File: src/rtl/muldiv_unit_pkg.sv
// rtl/muldiv_unit_pkg.sv - shared op/state types and op decode for the multiply/divide unit
package muldiv_unit_pkg;

    typedef enum logic [2:0] {
        MULT  = 3'd0,
        MULTU = 3'd1,
        DIV   = 3'd2,
        DIVU  = 3'd3,
        MADD  = 3'd4,
        MADDU = 3'd5,
        MSUB  = 3'd6,
        MSUBU = 3'd7
    } muldiv_op_t;

    typedef enum logic [1:0] {
        ST_IDLE = 2'd0,
        ST_MUL  = 2'd1,
        ST_DIV  = 2'd2,
        ST_DONE = 2'd3
    } muldiv_state_t;

    typedef struct packed {
        logic is_signed;
        logic is_div;
        logic is_acc;
        logic is_sub;
    } muldiv_dec_t;

    // Bit 0 of the op code is the unsigned suffix for every op.
    function automatic muldiv_dec_t muldiv_decode(input muldiv_op_t op);
        muldiv_dec_t d;
        d.is_signed = ~op[0];
        d.is_div    = (op == DIV) || (op == DIVU);
        d.is_acc    = op[2];
        d.is_sub    = op[2] & op[1];
        return d;
    endfunction

endpackage

File: src/rtl/muldiv_unit_if.sv
// rtl/muldiv_unit_if.sv - request/result bundle between the execute stage and the multiply/divide unit
// master: requester (valid, op, a, b, acc_hi, acc_lo, flush out; ready, busy, done, hi, lo in)
// slave : muldiv_unit (directions reversed)
interface muldiv_unit_if #(parameter int WIDTH = 32) ();
    import muldiv_unit_pkg::*;

    logic             valid;
    muldiv_op_t       op;
    logic [WIDTH-1:0] a;
    logic [WIDTH-1:0] b;
    logic [WIDTH-1:0] acc_hi;
    logic [WIDTH-1:0] acc_lo;
    logic             flush;
    logic             ready;
    logic             busy;
    logic             done;
    logic [WIDTH-1:0] hi;
    logic [WIDTH-1:0] lo;

    modport master (
        output valid, op, a, b, acc_hi, acc_lo, flush,
        input  ready, busy, done, hi, lo
    );

    modport slave (
        input  valid, op, a, b, acc_hi, acc_lo, flush,
        output ready, busy, done, hi, lo
    );
endinterface

File: src/rtl/muldiv_unit_div_iter.sv
// rtl/muldiv_unit_div_iter.sv - unsigned radix-2 restoring divider, one quotient bit per cycle
// Ports: clk, resetn (async active-low), start_i (load operands), a_i dividend, b_i divisor,
//        done_o (high once all WIDTH iterations are complete), q_o quotient, r_o remainder.
module div_iter #(
    parameter int WIDTH = 32
) (
    input  logic             clk,
    input  logic             resetn,
    input  logic             start_i,
    input  logic [WIDTH-1:0] a_i,
    input  logic [WIDTH-1:0] b_i,
    output logic             done_o,
    output logic [WIDTH-1:0] q_o,
    output logic [WIDTH-1:0] r_o
);
    localparam int CW = $clog2(WIDTH + 1);

    logic [WIDTH-1:0] rem_q;
    logic [WIDTH-1:0] quo_q;
    logic [WIDTH-1:0] dvs_q;
    logic [CW-1:0]    cnt_q;
    logic             run_q;
    logic [WIDTH:0]   shifted;
    logic [WIDTH:0]   diff;

    // The dividend is shifted out of quo_q MSB-first while quotient bits enter at the LSB.
    always_comb begin
        shifted = {rem_q, quo_q[WIDTH-1]};
        diff    = shifted - {1'b0, dvs_q};
    end

    always_ff @(posedge clk or negedge resetn) begin
        if (!resetn) begin
            rem_q <= '0;
            quo_q <= '0;
            dvs_q <= '0;
            cnt_q <= '0;
            run_q <= 1'b0;
        end else if (start_i) begin
            rem_q <= '0;
            quo_q <= a_i;
            dvs_q <= b_i;
            cnt_q <= CW'(WIDTH);
            run_q <= 1'b1;
        end else if (run_q) begin
            if (cnt_q != '0) begin
                // diff MSB set means the trial subtraction borrowed: restore.
                if (!diff[WIDTH]) begin
                    rem_q <= diff[WIDTH-1:0];
                    quo_q <= {quo_q[WIDTH-2:0], 1'b1};
                end else begin
                    rem_q <= shifted[WIDTH-1:0];
                    quo_q <= {quo_q[WIDTH-2:0], 1'b0};
                end
                cnt_q <= cnt_q - 1'b1;
            end else begin
                run_q <= 1'b0;
            end
        end
    end

    assign done_o = run_q && (cnt_q == '0);
    assign q_o    = quo_q;
    assign r_o    = rem_q;
endmodule

File: src/rtl/muldiv_unit.sv
// rtl/muldiv_unit.sv - multi-cycle signed/unsigned multiply/divide unit with flush and optional accumulate
// Ports: clk, resetn (async active-low), bus (muldiv_unit_if.slave: valid/op/a/b/acc_hi/acc_lo/flush in,
//        ready/busy/done/hi/lo out). Parameters: WIDTH operand width, MUL_LAT multiply latency (>=1).
// Optional macro MULDIV_MADD_EN: MADD/MSUB ops accumulate into {acc_hi,acc_lo} with one extra cycle.
module muldiv_unit
    import muldiv_unit_pkg::*;
#(
    parameter int WIDTH   = 32,
    parameter int MUL_LAT = 3
) (
    input  logic          clk,
    input  logic          resetn,
    muldiv_unit_if.slave  bus
);
    localparam int PW = 2 * WIDTH;
    localparam int CW = $clog2(MUL_LAT + 2);

    muldiv_state_t    state_q;
    logic             done_q;
    logic [WIDTH-1:0] hi_q, lo_q;
    logic [CW-1:0]    cnt_q;
    logic [WIDTH-1:0] mag_a_q, mag_b_q, raw_a_q;
    logic             neg_pq_q, neg_r_q, div0_q;

    muldiv_dec_t      dec_in;
    logic             ready, accept;
    logic [WIDTH-1:0] mag_a_d, mag_b_d;
    logic [PW-1:0]    prod_raw, prod_tail, mul_res_d, mul_fin_d;
    logic [CW-1:0]    mul_target;
    logic             div_done;
    logic [WIDTH-1:0] div_q, div_r, div_lo_d, div_hi_d;

    assign dec_in  = muldiv_decode(bus.op);
    assign ready   = (state_q == ST_IDLE) || (state_q == ST_DONE);
    assign accept  = bus.valid & ready & ~bus.flush;
    assign mag_a_d = (dec_in.is_signed & bus.a[WIDTH-1]) ? -bus.a : bus.a;
    assign mag_b_d = (dec_in.is_signed & bus.b[WIDTH-1]) ? -bus.b : bus.b;

    // Magnitude product from the captured operands, delayed so it lands on the MUL_LAT-th edge.
    assign prod_raw = PW'(mag_a_q) * PW'(mag_b_q);

    generate
        if (MUL_LAT > 1) begin : g_pipe
            logic [PW-1:0] pipe_q [MUL_LAT-1];
            always_ff @(posedge clk or negedge resetn) begin
                if (!resetn) begin
                    for (int i = 0; i < MUL_LAT - 1; i++) pipe_q[i] <= '0;
                end else begin
                    pipe_q[0] <= prod_raw;
                    for (int i = 1; i < MUL_LAT - 1; i++) pipe_q[i] <= pipe_q[i-1];
                end
            end
            assign prod_tail = pipe_q[MUL_LAT-2];
        end else begin : g_nopipe
            assign prod_tail = prod_raw;
        end
    endgenerate

    assign mul_res_d = neg_pq_q ? -prod_tail : prod_tail;

`ifdef MULDIV_MADD_EN
    logic [PW-1:0]    mul_res_q;
    logic [WIDTH-1:0] acc_hi_q, acc_lo_q;
    logic             acc_op_q, sub_op_q;

    always_ff @(posedge clk or negedge resetn) begin
        if (!resetn) begin
            mul_res_q <= '0;
            acc_hi_q  <= '0;
            acc_lo_q  <= '0;
            acc_op_q  <= 1'b0;
            sub_op_q  <= 1'b0;
        end else begin
            mul_res_q <= mul_res_d;
            if (accept) begin
                acc_hi_q <= bus.acc_hi;
                acc_lo_q <= bus.acc_lo;
                acc_op_q <= dec_in.is_acc;
                sub_op_q <= dec_in.is_sub;
            end
        end
    end

    // The registered product gives the accumulate add its own cycle.
    assign mul_target = acc_op_q ? CW'(MUL_LAT + 1) : CW'(MUL_LAT);
    assign mul_fin_d  = !acc_op_q ? mul_res_d :
                        sub_op_q  ? ({acc_hi_q, acc_lo_q} - mul_res_q) :
                                    ({acc_hi_q, acc_lo_q} + mul_res_q);
`else
    logic unused_acc;
    assign unused_acc = ^{bus.acc_hi, bus.acc_lo, dec_in};
    assign mul_target = CW'(MUL_LAT);
    assign mul_fin_d  = mul_res_d;
`endif

    div_iter #(.WIDTH(WIDTH)) u_div (
        .clk     (clk),
        .resetn  (resetn),
        .start_i (accept & dec_in.is_div),
        .a_i     (mag_a_d),
        .b_i     (mag_b_d),
        .done_o  (div_done),
        .q_o     (div_q),
        .r_o     (div_r)
    );

    // Divide-by-zero bypasses the sign fix-up: quotient all ones, remainder the raw dividend.
    assign div_lo_d = div0_q ? '1      : (neg_pq_q ? -div_q : div_q);
    assign div_hi_d = div0_q ? raw_a_q : (neg_r_q  ? -div_r : div_r);

    always_ff @(posedge clk or negedge resetn) begin
        if (!resetn) begin
            state_q  <= ST_IDLE;
            done_q   <= 1'b0;
            hi_q     <= '0;
            lo_q     <= '0;
            cnt_q    <= '0;
            mag_a_q  <= '0;
            mag_b_q  <= '0;
            raw_a_q  <= '0;
            neg_pq_q <= 1'b0;
            neg_r_q  <= 1'b0;
            div0_q   <= 1'b0;
        end else begin
            done_q <= 1'b0;
            if (accept) begin
                mag_a_q  <= mag_a_d;
                mag_b_q  <= mag_b_d;
                raw_a_q  <= bus.a;
                neg_pq_q <= dec_in.is_signed & (bus.a[WIDTH-1] ^ bus.b[WIDTH-1]);
                neg_r_q  <= dec_in.is_signed & bus.a[WIDTH-1];
                div0_q   <= (bus.b == '0);
            end
            if (bus.flush) begin
                state_q <= ST_IDLE;
            end else begin
                case (state_q)
                    ST_IDLE, ST_DONE: begin
                        if (accept) begin
                            state_q <= dec_in.is_div ? ST_DIV : ST_MUL;
                            cnt_q   <= CW'(1);
                        end else begin
                            state_q <= ST_IDLE;
                        end
                    end
                    ST_MUL: begin
                        if (cnt_q == mul_target) begin
                            state_q      <= ST_DONE;
                            done_q       <= 1'b1;
                            {hi_q, lo_q} <= mul_fin_d;
                        end else begin
                            cnt_q <= cnt_q + 1'b1;
                        end
                    end
                    ST_DIV: begin
                        if (div_done) begin
                            state_q <= ST_DONE;
                            done_q  <= 1'b1;
                            hi_q    <= div_hi_d;
                            lo_q    <= div_lo_d;
                        end
                    end
                    default: state_q <= ST_IDLE;
                endcase
            end
        end
    end

    assign bus.ready = ready;
    assign bus.busy  = bus.valid & ~done_q;
    assign bus.done  = done_q;
    assign bus.hi    = hi_q;
    assign bus.lo    = lo_q;
endmodule

File: src/flat_wrapper.sv
// flat-port wrapper written by rule: the top's interface ports become plain ports
module muldiv_unit_flat import muldiv_unit_pkg::*;
#(
    parameter int WIDTH   = 32,
    parameter int MUL_LAT = 3
)
  (clk, resetn, bus_valid, bus_op, bus_a, bus_b, bus_acc_hi, bus_acc_lo, bus_flush, bus_ready, bus_busy, bus_done, bus_hi, bus_lo);
  muldiv_unit_if #(.WIDTH(WIDTH)) bus_i ();
  input  logic clk;
  input  logic resetn;
  input wire logic [$bits(bus_i.valid)-1:0] bus_valid;
  input wire logic [$bits(bus_i.op)-1:0] bus_op;
  input wire logic [$bits(bus_i.a)-1:0] bus_a;
  input wire logic [$bits(bus_i.b)-1:0] bus_b;
  input wire logic [$bits(bus_i.acc_hi)-1:0] bus_acc_hi;
  input wire logic [$bits(bus_i.acc_lo)-1:0] bus_acc_lo;
  input wire logic [$bits(bus_i.flush)-1:0] bus_flush;
  output wire logic [$bits(bus_i.ready)-1:0] bus_ready;
  output wire logic [$bits(bus_i.busy)-1:0] bus_busy;
  output wire logic [$bits(bus_i.done)-1:0] bus_done;
  output wire logic [$bits(bus_i.hi)-1:0] bus_hi;
  output wire logic [$bits(bus_i.lo)-1:0] bus_lo;
  assign bus_i.valid = bus_valid;
  assign bus_i.op = bus_op;
  assign bus_i.a = bus_a;
  assign bus_i.b = bus_b;
  assign bus_i.acc_hi = bus_acc_hi;
  assign bus_i.acc_lo = bus_acc_lo;
  assign bus_i.flush = bus_flush;
  assign bus_ready = bus_i.ready;
  assign bus_busy = bus_i.busy;
  assign bus_done = bus_i.done;
  assign bus_hi = bus_i.hi;
  assign bus_lo = bus_i.lo;
  muldiv_unit #(.WIDTH(WIDTH), .MUL_LAT(MUL_LAT)) u_core (.clk(clk), .resetn(resetn), .bus(bus_i));
endmodule
File: config.mk
export PLATFORM = sky130hd
export DESIGN_NAME = muldiv_unit_flat
export DESIGN_NICKNAME = d
export VERILOG_FILES = /design/src/rtl/muldiv_unit_pkg.sv /design/src/rtl/muldiv_unit_if.sv /design/src/rtl/muldiv_unit_div_iter.sv /design/src/rtl/muldiv_unit.sv /design/src/flat_wrapper.sv
export SDC_FILE = /design/constraint.sdc
export NUM_CORES = 2
export LEC_CHECK = 0
export BUFFER_PORTS_ARGS = -buffer_cell sky130_fd_sc_hd__buf_2
export CORE_ASPECT_RATIO = 1.75
export CORE_UTILIZATION = 45
export DETAILED_ROUTE_END_ITERATION = 10
export HOLD_SLACK_MARGIN = 0.08
export PLACE_DENSITY = 0.59
export REMOVE_ABC_BUFFERS = 1
export SYNTH_ARGS = -nofsm -noshare
export SYNTH_HDL_FRONTEND = slang
export SYNTH_SLANG_ARGS = --single-unit
File: constraint.sdc
create_clock -name clk -period 8.5 [get_ports clk]
set_input_delay 0.85 -clock clk [delete_from_list [all_inputs] [get_ports clk]]
set_output_delay 0.85 -clock clk [all_outputs]
set_load 0.03 [all_outputs]
; ---- Word level (Yosys, flattened, before mapping)
; Index checks and enable logic that the tools add are counted.
[classes]
addsub = 8
n_mul = 1
div = 0
magnitude_cmp = 0
n_eq_ne = 12
n_shift = 0
n_mux = 40
bitwise_logic = 11
reduce_logical = 16
[ops]
columns = cell, n
row1 = $mux W32, 17
row2 = $neg A32 Y32, 4
row3 = $pmux W32 S2, 2
row4 = $mul A32 B32 Y64, 1
row5 = $mux W64, 1
row6 = $neg A64 Y64, 1
row7 = $sub A33 B32 Y33, 1
row8 = $logic_not A32 Y1, 1
row9 = $mux W6, 3
row10 = $mux W2, 5
row11 = $eq A3 B2 Y1 const B, 3
row12 = $reduce_and A4 Y1, 2
row13 = $reduce_bool A2 Y1, 4
row14 = $and A1 B1 Y1, 7
row15 = $mux W1, 7
row16 = $logic_not A6 Y1, 1
row17 = $mux W3, 2
row18 = $ne A2 B1 Y1 const B, 3
row19 = $ne A3 B2 Y1 const B, 2
row20 = $pmux W2 S3, 1
row21 = $pmux W3 S2, 1
row22 = $reduce_bool A6 Y1, 1
row23 = $sub A6 B1 Y6 const B, 1
row24 = $eq A2 B2 Y1 const B, 2
row25 = 11 further kinds, 15
[totals]
reg_bits = 400
latchBits = 0
ram_bits = 0
rom_bits = 0
input_bits = 135
out_inout_bits = 67
elab_cells = 106
n_memories = 0

; ---- Logic depth before layout (Yosys ltp)
[depth]
word_depth = 7
ltp_mapped = 30
depth_no_buf = 28

; ---- Modules after synthesis
; A second synthesis with hierarchy kept.
[unflattened]
cells_unflattened = 5755
area_unflattened_um2 = 53936.7
[by_module_without_submodules]
columns = mod, instances, cells_per_inst, area_per_inst_um2, seq_area_each_um2
row1 = muldiv_unit, 1, 5027, 47408.0, 7407.1
row2 = div_iter, 1, 728, 6528.8, 2577.5

; ---- Worst setup path after synthesis
; No wires, ideal clock.
[synth_path]
path_type = flip-flop to flip-flop
start = reg u_core.mag_a_q[22]
end = reg u_core.g_pipe.pipe_q[126] in the netlist's numbering
setup_ps = 79
arrival_ps = 7272
required_time_ps = 8421
setup_slack_ps = 1149
stages_incl_launch_ff = 25
n_path_buf = 2
period_less_slack_ps = 7351
cell_sequence = dfrtp_1 clkbuf_1 nand2_1 fa_1 inv_1 fa_1 inv_1 fa_1 inv_1 fa_1 fa_1 fa_1 fa_1 fa_1 ha_1 clkbuf_1 and3_1 and4_1 nand2_1 a2111oi_0 o211ai_1 a211oi_1 a31oi_1 o21ai_0 xor2_1
[synth_between]
elab_chain_len = 1
[synth_rtl]
columns = element, line
row1 = "start, declared", muldiv_unit.sv:22  ; logic [WIDTH-1:0] mag_a_q, mag_b_q, raw_a_q;
row2 = "start signal, assigned", muldiv_unit.sv:127  ; mag_a_q <= mag_a_d;
row3 = $mul A32 B32 Y64, muldiv_unit.sv:40  ; assign prod_raw = PW'(mag_a_q) * PW'(mag_b_q);
row4 = net u_core.prod_raw[62], muldiv_unit.sv:28  ; logic [PW-1:0] prod_raw, prod_tail, mul_res_d, mul_fin_d;
row5 = "end, declared", muldiv_unit.sv:44  ; logic [PW-1:0] pipe_q [MUL_LAT-1];
; The timed path passes the listed nets, and every way through them passes these cells.
; A chain may end at the register's enable or synchronous reset.

; ---- Worst setup path after layout
[layout_path]
start = reg u_core.mag_a_q[16]
end = reg u_core.g_pipe.pipe_q[120] in the netlist's numbering
; The elaborated chain is that of the path after synthesis.

==> impl_results.md <==
- Status: finished clean
- First-pass GRT wire length: 270000 um
- Drt drc: 0
- Area of the mapped netlist: around 0.053 mm^2
- Period utilisation layout: 97.3%
- Initial Utilization: 45.5%
- Fillcell total: 11100
- Area of combinational cells with multiple inputs: 0.0389 mm^2
- Slowest-stage cell, CP: fa_1
- Grt ovf: 0
- Floorplan core area: 0.117 mm^2
- Wire per inst: 23.9 um
- Max Cap Viol: 0
- HPWL Detailed: approximately 150000 um
- Most frequent cells in the layout: inv_1 (918), fa_1 (897), nand2_1 (826)
- Worst Path Max Fanout: 14
- R2R setup slack: about 0.23 ns
- Top sig layer: met5
- WP data arrival: 8.75 ns
- Largest stage delay on the critical path: 0.58 ns
- Ys async rst share: between 90% and 100%
- Fin util: 49.8%
- Final setup violation count: 0
- Met2 WL: 95900 um
- Sequential area share after synthesis: 18.7%
- Kind of critical path: flip-flop to flip-flop
- Crit path launch type: flip-flop
- Syn. warnings: 0
- Num rows: 166
- DP Worst Slack: -0.0772 ns
- CTS H-tree depth: 2
- Final nets: 7223
- Post-route minimum period: 8.27 ns
- Reg area: 0.0100 mm^2
- Vias in the first global route: 44500
- Measured slew at the worst slew-check pin: 1.25 ns
- Final setup margin: 0.230 ns
- Yosys reg bits: 399
- DR WL met3: 7820 um
- Achievable Freq: about 120 MHz
- Die Area: 0.120 mm^2
- Top cell type's share of synthesized area: between 30% and 40%
- Pin count of the biggest net entering global routing: roughly 140
- Clock transition at path regs: about 0.08 ns
- Cell taking the most area after synthesis: fa_1
- Clock buffer depth: 3
- Most common cell after layout, fill and taps aside: inv_1
- Pre-Repair DR Iteration Count: 7
- Worst Path Required: roughly 9 ns
- Die H: 458 um
- Antenna Nets Post-Route: 0
- Ratio of cells with drive above 1 in the final layout: a little under a tenth
- CTS Buf Count: 39
- Io pins: just over 200
- Synth unique cells: 68
- Vias/cell: between 5 and 6
- Cts hold-fix bufs: 0
- Placer's final routability congestion estimate: 0.961
- CTS tree: built
- Mean post-synth cell area: 9.22 um^2
- Number of port buffers: 137
- CP Capture Type: flip-flop
- Ys flop type: dfrtp_1
- Clock Sink Count: 399
- Die W: 262 um
- Iteration-0 DRC count of the detailed router: 2820
- Worst skew pair latency: roughly 0.62 ns
- CP most frequent cell: fa_1
- CTS root buf: clkbuf_16
- Tot GR Track Use: 30.3%
- Min-Delay Path Class: input port to async pin
- Final Hold Vio Count: 0
- RSZ-0062 raised after global routing: false
- Area grow syn2layout: 9.48%
- EDFF count, synth: 0
- Pins over their slew limit: 0
- Max_slew headroom: 15.9%
- Synth area leaders: fa_1 (34%), dfrtp_1 (19%), ha_1 (7.1%)
- Cells after Synth: 5790
- WL met1: 58100 um
- Via count: 41500
- Skew final: 0.0572 ns
- Aggregate routed wire length: 177000 um
- Initial antenna violation count: 12
cell usage after synthesis, types with 14 or more instances:
cell type	number
a211oi_1	14
a21o_1	60
a21oi_1	168
and2_1	595
and3_1	45
clkbuf_1	312
dfrtp_1	399
fa_1	897
ha_1	305
inv_1	918
mux2_2	32
mux2i_1	46
nand2_1	827
nand2b_1	18
nand3_1	30
nand4_1	22
nor2_1	109
nor2b_1	20
nor3_1	25
o211ai_1	24
o21ai_0	314
o21bai_1	21
o22ai_1	32
o31ai_1	60
o41ai_1	30
or2_2	14
or3_1	27
or4_1	30
xnor2_1	187
xor2_1	87
sequential cells by signal (all words and copies together) (netlist names):
signal and count:
u_core.u_div.dvs_q 32, u_core.neg_r_q 1, u_core.cnt_q 3, u_core.u_div.q_o 32, u_core.neg_pq_q 1, u_core.u_div.r_o 32
u_core.mag_b_q 32, u_core.u_div.run_q 1, u_core.bus.hi 32, u_core.u_div.cnt_q 6, u_core.state_q 2, u_core.g_pipe.pipe_q 64
u_core.div0_q 1, u_core.bus.done 1, u_core.bus.lo 32, u_core.prod_tail 64, u_core.raw_a_q 32, u_core.mag_a_q 31
worst max-delay path: cells and delay by family, from the launching register on:
kind	cells	cell delay [ns]
adder cells (fa/ha/maj)	9	4.44
flip-flops	1	0.40
AO/OA/AOI/OAI	5	1.33
AND/OR/NAND/NOR	4	0.62
buffers and inverters	9	1.15
XOR/XNOR	1	0.19
stage by stage:
step	std cells	setup TNS, ns	area, um^2	hold slack (ns)
after detailed placement	7353	-0.145	56900	0.336
after global placement	7353	-0.136	56900	0.333
after floorplan	5466	0	52200	0.331
after global routing	7430	0	58400	0.321
after CTS	7425	0	58300	0.294
final	7437	0	58500	0.261
area by class of cell:
cell class / count / share of cell area [%]
multi-input combinational: 4149 / 66.5
sequential: 399 / 17.1
inverter: 918 / 5.89
timing repair buffer: 379 / 4.93
tap: 1512 / 3.24
clock buffer: 49 / 1.84
clock inverter: 23 / 0.482
antenna: 8 / 0.0342
cell families (layout without fill, tap and decap cells):
group / after synthesis / count (layout) / share of synthesized area [%]
DFF: 399 / 399 / 18.7
adders and majority gates: 1202 / 1202 / 40.8
other: 0 / 8 / 0
buffers and inverters: 1242 / 1369 / 8.73
xor gates and xnor gates: 274 / 274 / 4.49
muxes: 78 / 78 / 1.54
and+or+nand+nor: 1798 / 1798 / 16.8
AOI/OAI and AO/OA: 797 / 797 / 8.98
routing by layer:
layer,vias up,GRT usage (%)
li1,18200,-
met1,21300,30.6
met2,1358,57.3
met3,620,3.05
met4,8,22.3
met5,-,0
timing repair:
| action | in CTS | in global routing |
|---|---|---|
| setup buffers | 0 | 4 |
| gates resized for setup | 3 | 31 |
| pin swaps | 0 | 1 |
| endpoints found under the setup margin | 2 | 12 |
path summary, 6_finish.rpt:
check / start / end / cells past startpoint
worst min register to register: u_core.g_pipe.pipe_q[70]$_DFF_PN0_ / u_core.prod_tail[6]$_DFF_PN0_ / 0
worst max register to register: u_core.mag_a_q[16]$_DFFE_PN0P_ / u_core.g_pipe.pipe_q[120]$_DFF_PN0_ / 28
worst max-delay path: u_core.mag_a_q[16]$_DFFE_PN0P_ / u_core.g_pipe.pipe_q[120]$_DFF_PN0_ / 28
max in group asynchronous: resetn / u_core.g_pipe.pipe_q[110]$_DFF_PN0_ / 2
worst min-delay path: resetn / u_core.u_div.r_o[21]$_DFFE_PN0P_ / 1
min in group clk: u_core.g_pipe.pipe_q[70]$_DFF_PN0_ / u_core.prod_tail[6]$_DFF_PN0_ / 0
Power is not shown: default switching activity piles up to over one toggle a cycle in this logic, so the estimate is an artifact.
